===== src/rtl/comparador_sequencial.sv =====
`timescale 1ns/1ps
`default_nettype none
// ============================================================================
//  Module   : comparador_sequencial (with helper comparador_2bits)
//  Purpose  : Sequential equality comparator for WIDTH-bit words. A single
//             2-bit slice comparator is stepped over the latched operands,
//             LSB slice first, one slice per clock, stopping at the first
//             mismatching slice. Start/ready/done handshake.
//  Ports    : clk, rst_n (async, active low)
//             start, abort           - control inputs
//             a, b [WIDTH-1:0]       - operands, latched on accepted start
//             ready, busy, done      - state decodes (IDLE, COMPARE, DONE)
//             equal, mismatch_idx    - result, updated on entry to DONE
//  Revision : 1.0 - initial release
// ============================================================================

// ----------------------------------------------------------------------------
//  comparador_2bits : combinational equality of two 2-bit slices.
//  Ports : i_a, i_b [1:0] slices ; o_eq = 1 when equal
// ----------------------------------------------------------------------------
module comparador_2bits (
   input  logic [1:0] i_a,
   input  logic [1:0] i_b,
   output logic       o_eq
);
   assign o_eq = (i_a == i_b);
endmodule

module comparador_sequencial #(
   parameter int WIDTH = 8
) (
   input  logic                      clk,
   input  logic                      rst_n,
   input  logic                      start,
   input  logic                      abort,
   input  logic [WIDTH-1:0]          a,
   input  logic [WIDTH-1:0]          b,
   output logic                      ready,
   output logic                      busy,
   output logic                      done,
   output logic                      equal,
   output logic [((WIDTH/2) > 1 ? $clog2(WIDTH/2) : 1)-1:0] mismatch_idx
);

   localparam int N  = WIDTH / 2;
   localparam int IW = (N > 1) ? $clog2(N) : 1;
   localparam logic [IW-1:0] C_LAST_IDX = IW'(N - 1);

   typedef enum logic [1:0] {
      S_IDLE    = 2'd0,
      S_COMPARE = 2'd1,
      S_DONE    = 2'd2
   } state_t;

   state_t           r_state;
   logic [WIDTH-1:0] r_a;
   logic [WIDTH-1:0] r_b;
   logic [IW-1:0]    r_idx;
   logic             r_equal;
   logic [IW-1:0]    r_mismatch_idx;

   logic [1:0]       w_slice_a;
   logic [1:0]       w_slice_b;
   logic             w_slice_eq;

   // Slice i occupies bits [2i+1:2i]; the index is never above N-1.
   assign w_slice_a = r_a[{r_idx, 1'b0} +: 2];
   assign w_slice_b = r_b[{r_idx, 1'b0} +: 2];

   comparador_2bits u_slice (
      .i_a  (w_slice_a),
      .i_b  (w_slice_b),
      .o_eq (w_slice_eq)
   );

   always_ff @(posedge clk or negedge rst_n) begin
      if (!rst_n) begin
         r_state        <= S_IDLE;
         r_a            <= '0;
         r_b            <= '0;
         r_idx          <= '0;
         r_equal        <= 1'b0;
         r_mismatch_idx <= '0;
      end else begin
         case (r_state)
            S_IDLE: begin
               if (start) begin
                  r_a     <= a;
                  r_b     <= b;
                  r_idx   <= '0;
                  r_state <= S_COMPARE;
               end
            end
            S_COMPARE: begin
               // Abort has priority over any result of the current slice.
               if (abort) begin
                  r_state <= S_IDLE;
               end else if (!w_slice_eq) begin
                  r_equal        <= 1'b0;
                  r_mismatch_idx <= r_idx;
                  r_state        <= S_DONE;
               end else if (r_idx == C_LAST_IDX) begin
                  r_equal        <= 1'b1;
                  r_mismatch_idx <= '0;
                  r_state        <= S_DONE;
               end else begin
                  r_idx <= r_idx + 1'b1;
               end
            end
            S_DONE: begin
               r_state <= S_IDLE;
            end
            default: begin
               r_state <= S_IDLE;
            end
         endcase
      end
   end

   // Handshake outputs are pure decodes of the state register.
   assign ready        = (r_state == S_IDLE);
   assign busy         = (r_state == S_COMPARE);
   assign done         = (r_state == S_DONE);
   assign equal        = r_equal;
   assign mismatch_idx = r_mismatch_idx;

endmodule
`default_nettype wire


===== config.mk =====
export PLATFORM = sky130hd
export DESIGN_NAME = comparador_sequencial
export DESIGN_NICKNAME = d
export VERILOG_FILES = /design/src/rtl/comparador_sequencial.sv
export SDC_FILE = /design/constraint.sdc
export NUM_CORES = 1
export LEC_CHECK = 0
export ABC_AREA = 1
export CELL_PAD_IN_SITES_DETAIL_PLACEMENT = 0
export CELL_PAD_IN_SITES_GLOBAL_PLACEMENT = 2
export CORE_ASPECT_RATIO = 0.7
export CORE_UTILIZATION = 30
export CTS_CLUSTER_DIAMETER = 40
export CTS_CLUSTER_SIZE = 16
export DETAILED_ROUTE_END_ITERATION = 10
export PLACE_DENSITY_LB_ADDON = 0.1
export SLEW_MARGIN = 10
export SYNTH_ARGS = -nofsm -noshare
export SYNTH_HDL_FRONTEND = slang
export SYNTH_SLANG_ARGS = --single-unit

===== constraint.sdc =====
create_clock -name clk -period 3.2 [get_ports clk]
set_input_delay 0.64 -clock clk [delete_from_list [all_inputs] [get_ports clk]]
set_output_delay 0.64 -clock clk [all_outputs]
set_load 0.01 [all_outputs]

### Word-level counts from Yosys, hierarchy flattened

Index checks and enable logic that the tools add are counted.

* bits in registers: 23
* output and inout port bits: 6
* logic and storage cells: 40

* $add $sub $neg: 1
* equal/unequal tests: 10
* shift operators: 2
* mux-type cells: 14
* bitwise gates (word level): 1
* reductions and logical operators: 6

Operator list (count)
* 2-bit 2-to-1 mux: 10
* 8-bit by 4-bit variable part select with 2-bit output: 2
* 2-bit case mux with 2 select lines: 2
* 2-bit inequality test (second input constant): 3
* 5-bit AND reduction: 1
* 2-bit == test (second input constant): 2
* 2-bit by 1-bit inequality test with 1-bit output (second input constant): 2
* 4-bit by 3-bit inequality test with 1-bit output (second input constant): 1
* 2-bit AND reduction: 2
* 3-bit AND reduction: 1
* 2-bit by 1-bit adder with 2-bit output (second input constant): 1
* 2-bit by 1-bit == test with 1-bit output (second input constant): 1
* 2-bit == test: 1
* 2-bit logical NOT: 1
* 1-bit 2-to-1 mux: 2
* 2-bit nonzero test: 1
* 1-bit inverter: 1

### Longest topological paths before layout

Gate-level depths: netlist (run 1).

* depth in word-level cells: 5
* mapped depth: 10
* depth with buffers taken out: 10

### Hierarchy

A second synthesis (run 1) with hierarchy kept.

* cell total of the unflattened synthesis: 143
* area total of the unflattened synthesis: 1122.3 um^2

Modules (own cells, without submodules)
* comparador_sequencial: times used 1, cells an instance 132, area each 1081.0 um^2, sequential area each 575.6 um^2
* comparador_2bits: times used 1, cells an instance 11, area each 41.3 um^2, sequential area each 0.0 um^2

### Least setup slack after synthesis (run 1)

Ideal clock, no wire load.

* path kind: reg2reg
* start point: reg r_state[0]
* end point: reg r_a[5]
* data arrival time: 1182 ps
* path slack: 1893 ps
* cell stages (with the launch flop): 5
* clock period less this slack: 1307 ps
* cells stage by stage: dfrtp_1 nor2_1 nand2_1 buf_6 mux2_4

* longest elaborated chain between the ends: 2

RTL lines
* from (decl): RTL line 55 `state_t r_state;`
* from (signal assigned): RTL line 78 `r_state <= S_IDLE;`
* from (signal assigned): RTL line 91 `r_state <= S_COMPARE;`
* from (signal assigned): RTL line 97 `r_state <= S_IDLE;`
* 2-bit logical NOT
* net ready: RTL line 38 `output logic ready,`
* 2-bit AND reduction (no line)
* to (signal assigned): RTL line 79 `r_a <= '0;`
* to (signal assigned): RTL line 88 `r_a <= a;`
* to (decl): RTL line 56 `logic [WIDTH-1:0] r_a;`

The timed path passes the listed nets, and every way through them passes these cells.
A chain may end at the register's enable or synchronous reset.

### Worst setup path in the final report (run 1)

* start point: reg r_state[0]
* end point: out ready

* longest elaborated chain between the ends: 1

RTL lines
* 2-bit logical NOT: RTL line 121 `assign ready = (r_state == S_IDLE);`
* to (decl): RTL line 38

Every way passes these cells.

==> impl_summary.log, run 1 <==
[metrics] Hold Violations, Final: 0
[metrics] area of the multi-input gates: 439 µm²
[metrics] number of fill cells: 371
[metrics] area added between synthesis and finish: 31.2%
[metrics] synthesized instance count: 130
[metrics] run status: complete, no violations
[metrics] via count of the routed design: 884
[metrics] Num CTS Buffers: 3
[metrics] chain of cells forming the critical path: nor2_1 -> clkdlybuf4s50_1
[metrics] post-detailed-route count of antenna-violating nets: 0
[metrics] minimum setup slack in the final design: 1.18 ns
[metrics] class of the worst hold path: reg -> reg
[metrics] critical path capture point type: output port
[metrics] Syn. warnings: 0
[metrics] Max Fclk: 0.496 GHz
[metrics] cell area after technology mapping: 0.00111 mm²
[metrics] Post-Route Setup TNS: 0 ns
[metrics] maximum number of buffers from clock root to sink: 2
[metrics] required time at the endpoint of the critical path: 2.56 ns
[metrics] I/O pin count: 26
[metrics] Yosys cell types: 17
[metrics] unrepaired setup endpoints after global routing: false
[metrics] biggest cell delay along the critical path: 0.55 ns
[metrics] Max Cap Viol: 0
[metrics] antenna violations before repair: 0
[metrics] worst-margin pin slew: 0.580 ns
[metrics] GRT Residual Overflow: 0
[metrics] wire length of the first global-routing pass: 3.65 mm
[metrics] # rows: 18
[metrics] layout net count: 180
[metrics] width of the die: 74.8 µm
[metrics] cell type with the largest total area after synthesis: sky130_fd_sc_hd__dfrtp_1
[metrics] number of setup violations in the final report: 0
[metrics] largest net degree at the start of global routing: 24
[metrics] violation count after the first detailed-routing iteration: 61
[metrics] # hold bufs at CTS: 0
[metrics] number of max-slew violations in the final report: 0
[metrics] Power per Cell Area: 847 mW/mm²
[metrics] clk_lat worst skew: 0.27 ns
[metrics] post-layout min period: 2.02 ns
[metrics] maximum fanout encountered on the critical timing path: 3
[metrics] H-tree levels: 1
[metrics] average footprint of a synthesized cell: 8.56 µm²
[metrics] effective utilization at floorplan: 0.315
[metrics] DR WL/cell: 10.5 µm
[metrics] WS Path Type: reg -> out
[metrics] Max IR drop VDD: 0.266 mV
[metrics] period utilisation layout: 0.630
[metrics] headroom to the max-slew limit: 0.612
[metrics] signal arrival time at the worst endpoint: 1.38 ns
[metrics] HPWL reported at the end of detailed placement: 1.60 mm
[metrics] Worst-path clk slew: 0.08 ns
[metrics] number of iterations in the first detailed-routing pass: 4
[metrics] sequential standard cell area: 576 µm²
[metrics] register area share after synthesis: 0.517
[metrics] area share of the largest cell type after synthesis: 0.517
[metrics] layout cells sized above 1: 0.108
[metrics] die footprint: 0.00396 mm²
[metrics] Post-Route WL: 2.18 mm
[metrics] overall global routing resource usage: 0.128
[metrics] largest cells by area after synthesis: sky130_fd_sc_hd__dfrtp_1 (52%), sky130_fd_sc_hd__nand2_1 (8.8%), sky130_fd_sc_hd__nor2_1 (8.1%)
[metrics] number of buffers added for setup after CTS: 0
[metrics] count of input and output buffers: 25
[metrics] via count of the first global-routing pass: 789
[metrics] total core area: 0.00354 mm²
[metrics] ANT cells: 0
[metrics] final weighted congestion in routability-driven placement: 0.713
[metrics] cell at the root of the clock tree: sky130_fd_sc_hd__clkbuf_8
[metrics] slowest CP cell: sky130_fd_sc_hd__clkdlybuf4s50_1
[metrics] Num Clock Sinks: 23
[metrics] worst clock skew: 0.00504 ns
[metrics] nature of the critical path startpoint: flip-flop
[metrics] total power after layout: 1.24 mW
[metrics] post-cts sizing count: 0
[metrics] total DRC errors in the routed layout: 0
[metrics] static leakage power: 0.736 nW
[metrics] y dimension of the die: 52.9 µm
[metrics] pre-CTS worst setup slack: 1.05 ns
[metrics] CTS tree: done
[metrics] Post-Synthesis Net Count: 151
[metrics] number of storage elements in the synthesis netlist: 23
[metrics] Avg Vias per Cell: 4.25
-- cells in the final DEF (no fill, tap or decap) --
| cell | instances |
|---|---|
| sky130_fd_sc_hd__clkbuf_1 | 1 |
| sky130_fd_sc_hd__clkbuf_8 | 3 |
| sky130_fd_sc_hd__buf_4 | 2 |
| sky130_fd_sc_hd__inv_1 | 19 |
| sky130_fd_sc_hd__nand3_1 | 8 |
| sky130_fd_sc_hd__nand3_2 | 2 |
| sky130_fd_sc_hd__dfrtp_1 | 23 |
| sky130_fd_sc_hd__nor2_2 | 1 |
| sky130_fd_sc_hd__or2_4 | 1 |
| sky130_fd_sc_hd__clkdlybuf4s50_1 | 25 |
| sky130_fd_sc_hd__a21oi_1 | 13 |
| sky130_fd_sc_hd__nor2_1 | 24 |
| sky130_fd_sc_hd__ha_1 | 1 |
| sky130_fd_sc_hd__a2bb2oi_1 | 1 |
| sky130_fd_sc_hd__mux2_4 | 4 |
| sky130_fd_sc_hd__mux2_2 | 1 |
| sky130_fd_sc_hd__or2_2 | 1 |
| sky130_fd_sc_hd__nand2_1 | 26 |
| sky130_fd_sc_hd__nand2_2 | 2 |
-- cell usage after synthesis --
library cell / count
sky130_fd_sc_hd__nand2_1: 26
sky130_fd_sc_hd__nand3_1: 8
sky130_fd_sc_hd__a21oi_1: 13
sky130_fd_sc_hd__nor2_1: 24
sky130_fd_sc_hd__dfrtp_1: 23
sky130_fd_sc_hd__ha_1: 1
sky130_fd_sc_hd__mux2_4: 4
sky130_fd_sc_hd__or2_2: 1
sky130_fd_sc_hd__nor2_2: 1
sky130_fd_sc_hd__nand2_2: 2
sky130_fd_sc_hd__nand3_2: 2
sky130_fd_sc_hd__a2bb2oi_1: 1
sky130_fd_sc_hd__mux2_2: 1
sky130_fd_sc_hd__inv_1: 19
sky130_fd_sc_hd__clkbuf_1: 1
sky130_fd_sc_hd__buf_6: 2
sky130_fd_sc_hd__or2_4: 1
-- cell families after synthesis --
kind of cell | Yosys count | synth area share
fa+ha+maj | 1 | 0.0112
mux | 5 | 0.0641
compound gates | 14 | 0.0664
simple gates | 65 | 0.253
buf+inv | 22 | 0.0877
flops | 23 | 0.517
-- worst max-delay path: cells and delay by family (launching register included) --
family,cells,cell delay (ns)
buffers and inverters,1,0.55
and+or+nand+nor,1,0.15
DFF,1,0.41
-- path summary, 6_finish.rpt --
path / startpoint / endpoint / slack (ns) / cells past startpoint
max in group asynchronous: rst_n / mismatch_idx[1]$_DFFE_PN0P_ / 2.23 / 2
worst max register to register: r_state[0]$_DFFE_PN0P_ / r_a[2]$_DFFE_PN0P_ / 1.66 / 5
min in group asynchronous: rst_n / r_state[1]$_DFFE_PN0P_ / 0.72 / 2
worst min register to register: mismatch_idx[1]$_DFFE_PN0P_ / mismatch_idx[1]$_DFFE_PN0P_ / 0.48 / 2
worst max-delay path: r_state[0]$_DFFE_PN0P_ / ready / 1.18 / 2
worst min-delay path: mismatch_idx[1]$_DFFE_PN0P_ / mismatch_idx[1]$_DFFE_PN0P_ / 0.48 / 2
-- registers in the layout (all words and copies together) (netlist names) --
signal and count:
r_a 8, r_b 8, mismatch_idx 2, r_idx 2, r_state 2, equal 1
-- per-stage QoR --
step           instances  hold WS (ns)  utilization  area (µm²)
2_1_floorplan        130         0.344            -        1110
6_report             208         0.476        0.413        1460
5_1_grt              208         0.521        0.413        1460
4_1_cts              208         0.481        0.413        1460
3_5_place_dp         204         0.459        0.400        1410
3_3_place_gp         204         0.454        0.400        1410
-- power breakdown --
group | internal (mW) | leakage (nW) | switching (mW) | total, mW
combinational | 0.263 | 0.440 | 0.293 | 0.556
clock | 0.0890 | 0.0228 | 0.0926 | 0.182
sequential | 0.421 | 0.273 | 0.0774 | 0.498
-- area by class of cell --
| cell class | count | share of cell area |
|---|---|---|
| Sequential cell | 23 | 0.395 |
| Multi-Input combinational cell | 85 | 0.301 |
| Timing Repair Buffer | 27 | 0.182 |
| Inverter | 19 | 0.0489 |
| Tap cell | 50 | 0.0429 |
| Clock buffer | 4 | 0.0309 |
-- metal layers --
metal | track usage | wire [µm] | share of wire
met5 | 0 | 0 | 0
met4 | 0.0189 | 10 | 0.0046
met3 | 0.0514 | 119 | 0.055
met2 | 0.194 | 970 | 0.44
met1 | 0.174 | 1080 | 0.50
No activity file was read; power rests on OpenSTA's default activity.
==> run 2: changes to the inputs <==
- CORE_UTILIZATION: 30 -> 25
- clock period: 3.2 -> 1.7 ns (I/O delays scaled with it)
==> run 2 against run 1 <==
- core utilization is 5.2 points lower
- clock-buffer cell count stayed put
- global-route usage is 1.6 points lower
- clock skew is 0.0016 ns lower
- design area is 1.0% higher
- sequential power is 89% higher
- critical path depth is 1 lower
- clock power is 86% higher
- first-iteration DRC count is 51% lower
- final cell count is 0.96% higher
- register-to-register slack worse by 1.3 ns
==> impl_summary.log, run 2 (synthesized netlist as in run 1, its figures left out) <==
[metrics] run status: complete, no violations
[metrics] worst path buffer plus inverter count: 1
[metrics] worst reg-to-reg setup slack: 0.37 ns
[metrics] cell at the root of the clock tree: sky130_fd_sc_hd__clkbuf_8
[metrics] maximum fanout encountered on the critical timing path: 2
[metrics] number of max-slew violations in the final report: 0
[metrics] GRT Residual Overflow: 0
[metrics] signal arrival time at the worst endpoint: 1.14 ns
[metrics] layout cells sized above 1: 0.108
[metrics] WS Path Type: reg -> out
[metrics] Max IR drop VDD: 0.603 mV
[metrics] unrepaired setup endpoints after global routing: false
[metrics] number of buffers added for setup after CTS: 0
[metrics] nature of the critical path startpoint: flip-flop
[metrics] worst-margin pin slew: 0.303 ns
[metrics] width of the die: 81.7 µm
[metrics] Worst-path clk slew: 0.08 ns
[metrics] highest-count cells in the layout ignoring fill and taps: sky130_fd_sc_hd__nand2_1 (26), sky130_fd_sc_hd__nor2_1 (24), sky130_fd_sc_hd__dfrtp_1 (23), sky130_fd_sc_hd__clkdlybuf4s50_1 (22), sky130_fd_sc_hd__inv_1 (19)
[metrics] violation count after the first detailed-routing iteration: 30
[metrics] period utilisation layout: 0.873
[metrics] Avg Vias per Cell: 4.13
[metrics] R2R depth: 7
[metrics] chain of cells forming the critical path: clkdlybuf4s50_1
[metrics] layout net count: 180
[metrics] clk_lat worst skew: 0.26 ns
[metrics] via count of the first global-routing pass: 877
[metrics] Max Fclk: 0.674 GHz
[metrics] Num Clock Sinks: 23
[metrics] y dimension of the die: 57.8 µm
[metrics] total DRC errors in the routed layout: 0
[metrics] final weighted congestion in routability-driven placement: 0.666
[metrics] ANT cells: 0
[metrics] # rows: 19
[metrics] overall global routing resource usage: 0.112
[metrics] total power after layout: 2.32 mW
[metrics] Hold Violations, Final: 0
[metrics] count of input and output buffers: 25
[metrics] effective utilization at floorplan: 0.272
[metrics] post-detailed-route count of antenna-violating nets: 0
[metrics] wire length of the first global-routing pass: 3.92 mm
[metrics] headroom to the max-slew limit: 0.798
[metrics] number of iterations in the first detailed-routing pass: 4
[metrics] Post-Route Setup TNS: 0 ns
[metrics] H-tree levels: 1
[metrics] Post-Route WL: 2.21 mm
[metrics] CTS tree: done
[metrics] most common library cell in the layout ignoring fill and taps: sky130_fd_sc_hd__nand2_1
[metrics] Power per Cell Area: 1570 mW/mm²
[metrics] maximum number of buffers from clock root to sink: 2
[metrics] critical path capture point type: output port
[metrics] Max Cap Viol: 0
[metrics] post-layout min period: 1.48 ns
[metrics] largest registers: r_a x8, r_b x8
[metrics] HPWL reported at the end of detailed placement: 1.61 mm
[metrics] via count of the routed design: 867
[metrics] largest net degree at the start of global routing: 31
[metrics] DR WL/cell: 10.5 µm
[metrics] slowest CP cell: sky130_fd_sc_hd__clkdlybuf4s50_1
[metrics] class of the worst hold path: in -> async
[metrics] biggest cell delay along the critical path: 0.53 ns
[metrics] number of setup violations in the final report: 0
[metrics] I/O pin count: 26
[metrics] worst clock skew: 0.00346 ns
[metrics] Num CTS Buffers: 3
[metrics] total core area: 0.00409 mm²
[metrics] RR Endpoint: mismatch_idx[0]$_DFFE_PN0P_
[metrics] die footprint: 0.00472 mm²
[metrics] static leakage power: 0.762 nW
[metrics] required time at the endpoint of the critical path: 1.36 ns
[metrics] Top delay family on crit path: buffers and inverters
[metrics] antenna violations before repair: 0
[metrics] reg-to-reg critical path startpoint: r_b[3]$_DFFE_PN0P_
[metrics] area added between synthesis and finish: 32.5%
## run 2: metal layers
metal / routed length [µm] / track usage
met2: 864 / 0.166
met5: 0 / 0
met1: 1200 / 0.156
met4: 13 / 0.0150
met3: 136 / 0.0457
## run 2: worst max-delay path by stage
stage / start / endpoint / slack, ns / cells past startpoint
finish: mismatch_idx[0]$_DFFE_PN0P_ / mismatch_idx[0] / 0.22 / 1
global route: r_state[0]$_DFFE_PN0P_ / ready / 0.16 / 2
CTS: r_state[0]$_DFFE_PN0P_ / done / 0.02 / 2
detailed placement: start / r_b[7]$_DFFE_PN0P_ / 0.17 / 4
global placement: start / r_b[7]$_DFFE_PN0P_ / 0.19 / 4
floorplan: r_state[0]$_DFFE_PN0P_ / r_a[5]$_DFFE_PN0P_ / 0.39 / 4
## run 2: layout make-up
cell class / count / area, µm²
fill: 436 / 2620
clock buffer: 4 / 45.0
sequential: 23 / 576
inverter: 19 / 71.3
tap: 52 / 65.1
multi-input combinational: 85 / 439
timing repair buffer: 27 / 278
## run 2: timing repair
| action | in CTS | in global routing |
|---|---|---|
| hold buffers | 0 | 0 |
| setup endpoints to repair | 2 | 1 |
| pin swaps | 0 | 0 |
| gates resized for setup | 2 | 1 |
| gates cloned | 0 | 0 |
## run 2: power by group
part	switching, mW	leakage [nW]	internal, mW
sequential	0.147	0.273	0.792
clock	0.172	0.0228	0.167
combinational	0.549	0.467	0.494
## run 2: metrics by stage
stage | instance area [µm²] | setup WS [ns] | instances | utilization | hold WS [ns]
final | 1470 | 0.216 | 210 | 0.360 | 0.426
after global routing | 1470 | 0.161 | 210 | 0.360 | 0.457
after CTS | 1470 | 0.0203 | 210 | 0.360 | 0.438
after detailed placement | 1430 | 0.172 | 206 | 0.349 | 0.466
after global placement | 1430 | 0.187 | 206 | 0.349 | 0.456
after floorplan | 1110 | 0.393 | 130 | - | 0.0444
==> RTL edit 1, RTL diff (flow settings as in run 2) <==
The 3 states of `state_t` get a one-hot encoding in 3 bits.
--- a/src/rtl/comparador_sequencial.sv
+++ b/src/rtl/comparador_sequencial.sv
@@ -48,6 +48,6 @@
 
-   typedef enum logic [1:0] {
-      S_IDLE    = 2'd0,
-      S_COMPARE = 2'd1,
-      S_DONE    = 2'd2
+   typedef enum logic [2:0] {
+      S_IDLE    = 3'b001,
+      S_COMPARE = 3'b010,
+      S_DONE    = 3'b100
    } state_t;
Check against the original RTL: no difference found for any inputs over 10 cycles, from zero or initial values and one cycle with rst_n low; not proved beyond that.
==> RTL edit 1 against run 2 <==
Critical path depth grew 3. Total power grew 5.7%. Routed wire length grew 15%. Synthesized cell count grew 14%. Clock power grew 11%. First-iteration DRC count grew 120%. Largest power group unchanged. Cell area grew 12%. Count of clock-buffer cells in the layout is the same. Synthesized area grew 11%. Largest cell class unchanged. Clock skew shrank 1.8 ps. Setup slack lost 140 ps. Sequential cell count grew 1.
==> RTL edit 1: results (changes against run 2) <==
| Metric | Value |
|---|---|
| Worst slack at placement | 63.0 ps (-109 ps) |
| Sequential power share | 39.4% (-1.1 points) |
| Commonest cells post-synth | nand2_1 (45), inv_1 (26), dfrtp_1 (23), nand3_1 (7), o21ai_0 (7) |
| Comb power | 1.11 mW (+7%) |
| Nets | 202 (+12%) |
| Peak VDD IR | 0.000445 V (-26%) |
| CP arrival | 1280 ps (+140 ps) |
| Launch point of the worst path | r_state[0] |
| Met2 Use GR | 17.1% (+0.47 points) |
| Min Hold Slack | 445 ps (+19.6 ps) |
| PD cells | 1490 nW/um2 (-5.3%) |
| Largest cells by area after synthesis | dfrtp_1 (46%), nand2_1 (14%), inv_1 (7.9%), nand3_2 (4.0%), nand3_1 (2.8%) |
| Vias | 991 (+14%) |
| Vias in the first global route | 953 (+8.7%) |
| Fillers | 525 (+20%) |
| Syn_area_per_cell | 8.38 um2 (-2.1%) |
| Synth cell types | 25 (+8) |
| Final GP Congestion | 0.741 (+11%) |
| Aggregate global-route resource usage | 11.3% (+0.13 points) |
| Post-layout util | 34.4% (-1.6 points) |
| Met3 usage | 3.95% (-0.62 points) |
| Wire per inst | 10.2 um (-3.1%) |
| Outcome | completed |
| Cell-internal power | 1.48 mW (+2.2%) |
| Synthesized Nets | 169 (+12%) |
| WL met3 | 116 um (-15%) |
| Crit-path leading delay family | flip-flops |
| Met2 wire len | 1070 um (+24%) |
| Critical Path Slowest Stage Cell | dfstp_2 |
| Post-synthesis sequential area ratio | 48.5% (-3.2 points) |
-- RTL edit 1: cell type report --
| cell class | count | area share, % |
|---|---|---|
| timing repair buffer | 31 | 17.8 |
| tap | 69 | 5.25 |
| multi-input combinational | 93 | 30.3 |
| clock buffer | 4 | 3.35 |
| sequential | 24 | 36.7 |
| inverter | 28 | 6.69 |
-- RTL edit 1: worst paths after layout --
check / endpoint / cells past startpoint
max in group asynchronous: r_state[0] / 2
min in group clk: equal / 2
setup / recovery: busy / 4
hold / removal: r_state[2] / 2
setup reg to reg: r_b[5] / 7
hold reg to reg: equal / 2
-- RTL edit 1: cells by family (layout without fill, tap and decap cells) --
kind of cell | Yosys count | in the layout | synth area share [%]
simple gates | 74 | 74 | 30.4
compound gates | 18 | 18 | 8.78
buf+inv | 31 | 63 | 11.3
flops | 24 | 24 | 48.5
fa+ha+maj | 1 | 1 | 1.01
-- RTL edit 1: repair_timing --
action | CTS | global route
endpoints found under the setup margin | 3 | 1
setup buffers | 1 | 0
gates resized for setup | 4 | 1
==> RTL edit 2, RTL diff (flow settings as in run 2) <==
Without the edit above. The parameter `WIDTH` goes from 8 to 16.
--- a/src/rtl/comparador_sequencial.sv
+++ b/src/rtl/comparador_sequencial.sv
@@ -29,3 +29,3 @@
 module comparador_sequencial #(
-   parameter int WIDTH = 8
+   parameter int WIDTH = 16
 ) (
Interface: changed (resized a, b and mismatch_idx); port bits go from 26 to 43. No check against the original RTL was run, so the function may have changed too.
==> RTL edit 2 against run 2 <==
First-iteration DRC count is 20% higher. Register-to-register slack got worse by 330 ps. Utilization rose by 2.7 points. Setup slack worse by 170 ps. Sequential cell count grew 18. Synthesized cell count grew 110%. Clock power rose to 2.9 times the old value. Total power is 140% higher. Synthesized area increased by 85%. Maximum frequency decreased by 10%. Routed wire length increased by 140%. Cell area increased by 110%.
==> RTL edit 2: results (changes against run 2) <==
| Metric | Value |
|---|---|
| Clock latency on the worst-skew pair | 280 ps (+20 ps) |
| GR Util met1 | 18.5% (+2.9 points) |
| WS Path Type | flip-flop to flip-flop |
| Reg2reg start | r_idx[0] |
| Sequential power share | 28.1% (-12 points) |
| RR Endpoint | mismatch_idx[2] |
| Comb power | 3.04 mW (+190%) |
| Peak VDD IR | 0.000553 V (-8.4%) |
| Outcome | completed |
| Post-placement cell count | 422 (+100%) |
| Final GP Congestion | 0.723 (+8.6%) |
| Fillers | 859 (+97%) |
| Regs by FF count | r_a x16, r_b x16 |
| Switching pwr | 2.33 mW (+170%) |
| Mux share of post-synthesis cell area | 0.546% (-5.9 points) |
| Post-DP HPWL | 3720 um (+130%) |
| Min Hold Slack | 132 ps (-294 ps) |
| Met3 usage | 3.59% (-0.97 points) |
| Complex-gate fraction of the synthesized area | 8.80% (+2.2 points) |
| Cell area after layout | 3080 um2 (+110%) |
| Fin cells | 433 (+110%) |
| Clk slew on worst S/H paths | 60 ps (-20 ps) |
| Placement Cell Area | 2670 um2 (+87%) |
| Post-synthesis sequential area ratio | 49.8% (-2.0 points) |
| Slew margin rel. | 65.0% (-15 points) |
| Leak pwr | 1.53 nW (+100%) |
| Synth cell types | 18 (+1) |
RTL edit 2: changes by cell type in the layout (fill, tap and decap cells not counted), moves of 14 or more:
cell,run 2,this run
clkdlybuf4s50_1,22,38
inv_1,19,33
nand2_2,2,17
nor2_1,24,38
dfrtp_1,23,40
a21oi_1,13,31
nand3_2,2,17
nand2_1,26,60
RTL edit 2: final cells by class:
cell class              instances  share of cell area, %
well taps                     101                   4.10
clock buffers                   7                   4.96
flip-flops and latches         41                   33.4
inverters                      42                   5.32
multi-input cells             184                   32.5
repair buffers                 57                   19.5
clock inverters                 1                  0.163
RTL edit 2: what timing repair did:
item | CTS | global route
cloned | 0 | 2
endpoints found under the setup margin | 2 | 9
resized for setup | 3 | 54
hold buffers | 0 | 0
hold endpoints to repair | 0 | 0
setup buffers | 0 | 1
pin swaps | 0 | 21
